<file path="config.mk">
export PLATFORM = sky130hd
export DESIGN_NAME = seq_arith_unit_flat
export DESIGN_NICKNAME = d
export VERILOG_FILES = /design/src/rtl/seq_arith_unit_if.sv /design/src/rtl/seq_arith_unit.sv /design/src/flat_wrapper.sv
export SDC_FILE = /design/constraint.sdc
export NUM_CORES = 1
export LEC_CHECK = 0
export CAP_MARGIN = 10
export CORE_MARGIN = 4
export CORE_UTILIZATION = 40
export CTS_BUF_LIST = sky130_fd_sc_hd__clkbuf_4
export DETAILED_ROUTE_END_ITERATION = 10
export HOLD_SLACK_MARGIN = 0.02
export PLACE_DENSITY = 0.57
export SYNTH_ARGS = -nofsm -noshare
export SYNTH_HDL_FRONTEND = slang
export SYNTH_SLANG_ARGS = --single-unit
</file>
<file path="constraint.sdc">
create_clock -name clk -period 6.7 [get_ports clk]
set_clock_uncertainty 0.1 [all_clocks]
set_input_delay 2.01 -clock clk [delete_from_list [all_inputs] [get_ports clk]]
set_output_delay 2.01 -clock clk [all_outputs]
set_load 0.01 [all_outputs]
</file>
<file path="src/rtl/seq_arith_unit_if.sv">
// Operand/result bus between the operand registers, the arithmetic unit
// and the display mux. The master drives the request, the slave (the unit)
// drives the registered result and the status bits.
interface seq_arith_unit_if #(
  parameter int WIDTH = 4
);
  logic                 start;
  logic [1:0]           op;
  logic [WIDTH-1:0]     x;
  logic [WIDTH-1:0]     y;
  logic [2*WIDTH-1:0]   result;
  logic                 flag;
  logic                 busy;
  logic                 done;

  modport master (
    output start, op, x, y,
    input  result, flag, busy, done
  );

  modport slave (
    input  start, op, x, y,
    output result, flag, busy, done
  );
endinterface

</file>
<file path="src/rtl/seq_arith_unit.sv">
// Multi-cycle arithmetic unit: add, subtract, shift-add multiply and
// restoring divide on WIDTH-bit unsigned operands, with start/busy/done.
// Optional build macro SEQ_ARITH_SATURATE_EN makes add clamp to all ones on
// carry and sub clamp to zero on borrow; the flag is unchanged either way.
module seq_arith_unit #(
  parameter int WIDTH = 4
) (
  input  logic              clk,
  input  logic              rst,
  seq_arith_unit_if.slave   bus
);

  localparam int CW = $clog2(WIDTH + 1);
  localparam logic [CW-1:0] LAST_ITER = CW'(WIDTH - 1);

  localparam logic [1:0] OP_ADD = 2'd0;
  localparam logic [1:0] OP_SUB = 2'd1;
  localparam logic [1:0] OP_MUL = 2'd2;
  localparam logic [1:0] OP_DIV = 2'd3;

  typedef enum logic {
    IDLE,
    CALC
  } state_t;

  state_t               r_state;
  logic [1:0]           r_op;
  logic [WIDTH-1:0]     r_x;
  logic [WIDTH-1:0]     r_y;
  logic [2*WIDTH-1:0]   r_acc;
  logic [CW-1:0]        r_count;
  logic [2*WIDTH-1:0]   r_result;
  logic                 r_flag;
  logic                 r_busy;
  logic                 r_done;

  logic [WIDTH:0]       w_addSum;
  logic [WIDTH:0]       w_subDiff;
  logic [WIDTH:0]       w_mulSum;
  logic [2*WIDTH-1:0]   w_mulNext;
  logic [WIDTH:0]       w_divShift;
  logic [WIDTH:0]       w_divDiff;
  logic [WIDTH-1:0]     w_divRem;
  logic [2*WIDTH-1:0]   w_divNext;
  logic [WIDTH-1:0]     w_addOut;
  logic [WIDTH-1:0]     w_subOut;

  // Datapath for one iteration of every operation, computed from the
  // latched operands and the shared accumulator. For mul the accumulator
  // holds {partial product, remaining multiplier bits}; for div it holds
  // {partial remainder, remaining dividend bits / quotient bits so far}.
  always_comb begin
    w_addSum   = {1'b0, r_x} + {1'b0, r_y};
    w_subDiff  = {1'b0, r_x} - {1'b0, r_y};

    w_mulSum   = {1'b0, r_acc[2*WIDTH-1:WIDTH]} + (r_acc[0] ? {1'b0, r_x} : '0);
    w_mulNext  = {w_mulSum, r_acc[WIDTH-1:1]};

    w_divShift = {r_acc[2*WIDTH-1:WIDTH], r_acc[WIDTH-1]};
    w_divDiff  = w_divShift - {1'b0, r_y};
    w_divRem   = w_divDiff[WIDTH] ? w_divShift[WIDTH-1:0] : w_divDiff[WIDTH-1:0];
    w_divNext  = {w_divRem, r_acc[WIDTH-2:0], ~w_divDiff[WIDTH]};

`ifdef SEQ_ARITH_SATURATE_EN
    w_addOut   = w_addSum[WIDTH]  ? {WIDTH{1'b1}} : w_addSum[WIDTH-1:0];
    w_subOut   = w_subDiff[WIDTH] ? {WIDTH{1'b0}} : w_subDiff[WIDTH-1:0];
`else
    w_addOut   = w_addSum[WIDTH-1:0];
    w_subOut   = w_subDiff[WIDTH-1:0];
`endif
  end

  // Control FSM: latches a request in IDLE, iterates in CALC and loads the
  // registered result, flag and one-cycle done pulse on the final iteration.
  always_ff @(posedge clk) begin
    if (rst) begin
      r_state  <= IDLE;
      r_op     <= OP_ADD;
      r_x      <= '0;
      r_y      <= '0;
      r_acc    <= '0;
      r_count  <= '0;
      r_result <= '0;
      r_flag   <= 1'b0;
      r_busy   <= 1'b0;
      r_done   <= 1'b0;
    end else begin
      r_done <= 1'b0;
      case (r_state)
        IDLE: begin
          if (bus.start) begin
            r_op    <= bus.op;
            r_x     <= bus.x;
            r_y     <= bus.y;
            r_acc   <= (bus.op == OP_DIV) ? {{WIDTH{1'b0}}, bus.x} : {{WIDTH{1'b0}}, bus.y};
            r_count <= '0;
            r_busy  <= 1'b1;
            r_state <= CALC;
          end
        end
        CALC: begin
          case (r_op)
            OP_ADD: begin
              r_result <= {{WIDTH{1'b0}}, w_addOut};
              r_flag   <= w_addSum[WIDTH];
              r_done   <= 1'b1;
              r_busy   <= 1'b0;
              r_state  <= IDLE;
            end
            OP_SUB: begin
              r_result <= {{WIDTH{1'b0}}, w_subOut};
              r_flag   <= w_subDiff[WIDTH];
              r_done   <= 1'b1;
              r_busy   <= 1'b0;
              r_state  <= IDLE;
            end
            OP_MUL: begin
              r_acc <= w_mulNext;
              if (r_count == LAST_ITER) begin
                r_result <= w_mulNext;
                r_flag   <= |w_mulNext[2*WIDTH-1:WIDTH];
                r_done   <= 1'b1;
                r_busy   <= 1'b0;
                r_state  <= IDLE;
              end else begin
                r_count <= r_count + CW'(1);
              end
            end
            default: begin
              if (r_y == '0) begin
                r_result <= {r_x, {WIDTH{1'b1}}};
                r_flag   <= 1'b1;
                r_done   <= 1'b1;
                r_busy   <= 1'b0;
                r_state  <= IDLE;
              end else begin
                r_acc <= w_divNext;
                if (r_count == LAST_ITER) begin
                  r_result <= w_divNext;
                  r_flag   <= 1'b0;
                  r_done   <= 1'b1;
                  r_busy   <= 1'b0;
                  r_state  <= IDLE;
                end else begin
                  r_count <= r_count + CW'(1);
                end
              end
            end
          endcase
        end
        default: r_state <= IDLE;
      endcase
    end
  end

  assign bus.result = r_result;
  assign bus.flag   = r_flag;
  assign bus.busy   = r_busy;
  assign bus.done   = r_done;

endmodule

</file>
<file path="src/flat_wrapper.sv">
// flat-port wrapper written by rule: the top's interface ports become plain ports
module seq_arith_unit_flat 
#(
  parameter int WIDTH = 4
)
  (clk, rst, bus_start, bus_op, bus_x, bus_y, bus_result, bus_flag, bus_busy, bus_done);
  seq_arith_unit_if #(.WIDTH(WIDTH)) bus_i ();
  input  logic clk;
  input  logic rst;
  input wire logic [$bits(bus_i.start)-1:0] bus_start;
  input wire logic [$bits(bus_i.op)-1:0] bus_op;
  input wire logic [$bits(bus_i.x)-1:0] bus_x;
  input wire logic [$bits(bus_i.y)-1:0] bus_y;
  output wire logic [$bits(bus_i.result)-1:0] bus_result;
  output wire logic [$bits(bus_i.flag)-1:0] bus_flag;
  output wire logic [$bits(bus_i.busy)-1:0] bus_busy;
  output wire logic [$bits(bus_i.done)-1:0] bus_done;
  assign bus_i.start = bus_start;
  assign bus_i.op = bus_op;
  assign bus_i.x = bus_x;
  assign bus_i.y = bus_y;
  assign bus_result = bus_i.result;
  assign bus_flag = bus_i.flag;
  assign bus_busy = bus_i.busy;
  assign bus_done = bus_i.done;
  seq_arith_unit #(.WIDTH(WIDTH)) u_core (.clk(clk), .rst(rst), .bus(bus_i));
endmodule
</file>
==> run metrics <==
outcome finished clean; H-tree Lvls 2; Crit. Startpoint u_core.bus.flag; Critical Path Start Type flip-flop; Total Neg Setup Slack 0 ps; Final WS setup about 3300 ps; Synth Instances 318; RSZ-0062 raised after global routing false; largest net degree at the start of global routing 33; routability congestion estimate ~0.9; Final Max Slew Viols 0; global-route wire length before repair between 10000 and 15000 microns; Yosys reg bits 33; clk_lat worst skew 350 ps; hold path startpoint u_core.r_count[1]; critical path endpoint category output pin; Slowest-stage cell, CP clkdlybuf4s50_1; WL/cell 17.5 microns; CTS hold repair buffers 0; Max IR drop VDD 0.0887 mV; area grow syn2layout 13.4%; Cell Rows 28; fin crit period approximately 3400 ps; yosys synthesis warning count 0; Synth Area in Simple Gates between 20% and 30%; Post-Syn Area 2440 sq um; core area 5920 sq um; Die X 86.0 microns; GRT Util Overall 20.2%; Die Area about 7400 sq um; WP buf/inv 1; Post-layout nets 367; Slew headroom 46.7%; # Post-CTS Setup Buffers 0; DP Worst Slack 2960 ps; Data arrival, critical path 1310 ps; Pwr Density 188 nW/um^2; Max FO, Critical Path 4; max-cap viol count 0; initial core utilization 41.1%; share of post-route cells with drive strength above 1 under 10%; Avg Inst Size Synth roughly 7.7 sq um; Worst Path Required about 4600 ps; Post-DRT Antenna Nets 0; via count 2435; Worst Setup Path Type flip-flop to output pin; Compound-Gate Fraction of Synth Area 26.6%; gr ovfl total 0; Adder-Cell Fraction of Synth Area 12.5%; DRT iter0 DRCs between 100 and 150; RR Startpoint u_core.r_x[0]; fin crit share 51.0%; fmax 293 MHz; Register Area 661 sq um; CP top delay family buffers and inverters; area of the multi-input gates 1610 sq um; # port buffers 23; CTS tree done; crit-path cells clkdlybuf4s50_1; CP max stage delay 560 ps; worst min-delay path category flip-flop to flip-flop; Clock Sinks 33; Final HPWL DP 5290 microns; Num CTS Buffers 5; Post-route DRC 0; Worst Tran Pin Value ~800 ps; Mapped Nets 353; initial antenna violation count 0; Synth Area in XOR/XNOR 1.08%; mux contribution to synthesized area 2.11%; CTS clock-pin slew for the worst setup and hold paths 110 ps; fillcell total 594; Seq/Total Area, Yosys a little over a quarter; Ports 24; # diodes 0; Resized Gates After CTS 0; Die H about 86 microns; DR vias/cell 5.97; largest family of logic cells by synthesized area compound AO/OA/AOI/OAI gates; Clock Path Buffers 2; Synth async-reset ratio 0%; Distinct cells, synth 58; number of synthesized flops with an enable pin 0; DRT Pass-1 Iters 6; vias in the first global route 2264; final-report hold violation count 0; CTS Root Cell clkbuf_4; ys flop type dfxtp_1; final setup violating endpoints 0; Leak 0.00103 uW; Total Wirelength 7130 microns
-- sequential cells by signal, indices dropped and copies added, names as in the netlist --
name and count:
u_core.r_x 4, u_core.r_state 1, u_core.r_acc 8, u_core.r_op 2, u_core.bus.result 8, u_core.bus.done 1, u_core.bus.busy 1, u_core.r_count 3
u_core.bus.flag 1, u_core.r_y 4
-- per-layer routing --
layer	vias up	wire length [microns]	track usage, %
met5	-	0	0
met4	0	201	8.78
met3	16	629	4.32
met2	125	3050	29.6
met1	1128	3250	28.4
li1	1166	-	-
-- tightest hold or removal path: cells and delay by family, from the launching register on --
family | cells | cell delay, ps
AOI/OAI and AO/OA | 1 | 50
DFF | 1 | 330
and+or+nand+nor | 1 | 50
-- report_power, final --
part	switching, uW	total [uW]	internal [uW]	leakage (uW)
sequential	21.2	229	208	0.000270
combinational	77.8	134	56.4	0.000715
clock	73.1	155	81.7	0.0000433
-- stage by stage --
stage,area (sq um),util [%],total power (uW),hold WS (ps),cells
4_1_cts,2760,46.6,519,370,408
3_3_place_gp,2680,45.3,365,350,400
2_1_floorplan,2440,-,320,336,318
6_report,2760,46.6,518,372,408
3_5_place_dp,2680,45.3,365,354,400
5_1_grt,2760,46.6,542,387,408
-- final cells by class --
class	instances	area share, %
multi-input combinational	247	58.4
sequential	33	23.9
timing repair buffer	24	8.61
tap	75	3.40
inverter	21	2.85
clock buffer	6	1.63
clock inverter	2	1.22
-- worst paths after layout --
kind	to	slack, ps	depth (start not counted)
worst min-delay path	u_core.r_count[1]	370	2
worst max-delay path	bus_flag	3280	1
worst min register to register	u_core.r_count[1]	370	2
worst max register to register	u_core.bus.result[4]	4090	8
-- kinds of logic (layout without fill, tap and decap cells) --
kind of cell / count (synthesis) / count (layout)
buffers and inverters: 38 / 53
DFF: 33 / 33
AOI/OAI and AO/OA: 94 / 94
and+or+nand+nor: 123 / 123
xor gates and xnor gates: 3 / 3
muxes: 5 / 5
adders and majority gates: 22 / 22
-- cell usage after synthesis, drive strengths merged, types with 3 or more instances --
cell / number / share of area, %
mux2i: 4 / 1.6
a31oi: 6 / 1.5
and2: 3 / 0.77
a2111oi: 3 / 1.6
dfxtp: 33 / 27
a211o: 3 / 1.1
nor2: 25 / 3.9
o211ai: 4 / 1.4
o21ai: 19 / 3.9
a21oi: 29 / 6.1
and3: 5 / 1.3
a211oi: 6 / 1.8
ha: 18 / 9.2
nand2: 54 / 8.4
clkbuf: 10 / 1.5
inv: 21 / 3.2
nor2b: 5 / 1.3
nand3: 7 / 1.4
fa: 4 / 3.3
nor4: 4 / 1.6
nor3: 9 / 1.8
buf: 7 / 2.0
-- layout by cell type, fill, tap and decap left out, drive strengths merged, types with 3 or more instances in the layout --
| master | Yosys | final |
|---|---|---|
| and2 | 3 | 3 |
| a211oi | 6 | 6 |
| and3 | 5 | 5 |
| nand3 | 7 | 7 |
| nor2b | 5 | 5 |
| mux2i | 4 | 4 |
| ha | 18 | 18 |
| clkbuf | 10 | 6 |
| o211ai | 4 | 4 |
| a31oi | 6 | 6 |
| nand2 | 54 | 54 |
| o21ai | 19 | 19 |
| nor4 | 4 | 4 |
| nor2 | 25 | 25 |
| fa | 4 | 4 |
| a211o | 3 | 3 |
| nor3 | 9 | 9 |
| a21oi | 29 | 29 |
| inv | 21 | 21 |
| a2111oi | 3 | 3 |
| clkdlybuf4s50 | 0 | 23 |
| dfxtp | 33 | 33 |
Note: power is estimated with default switching activity, not from simulation.
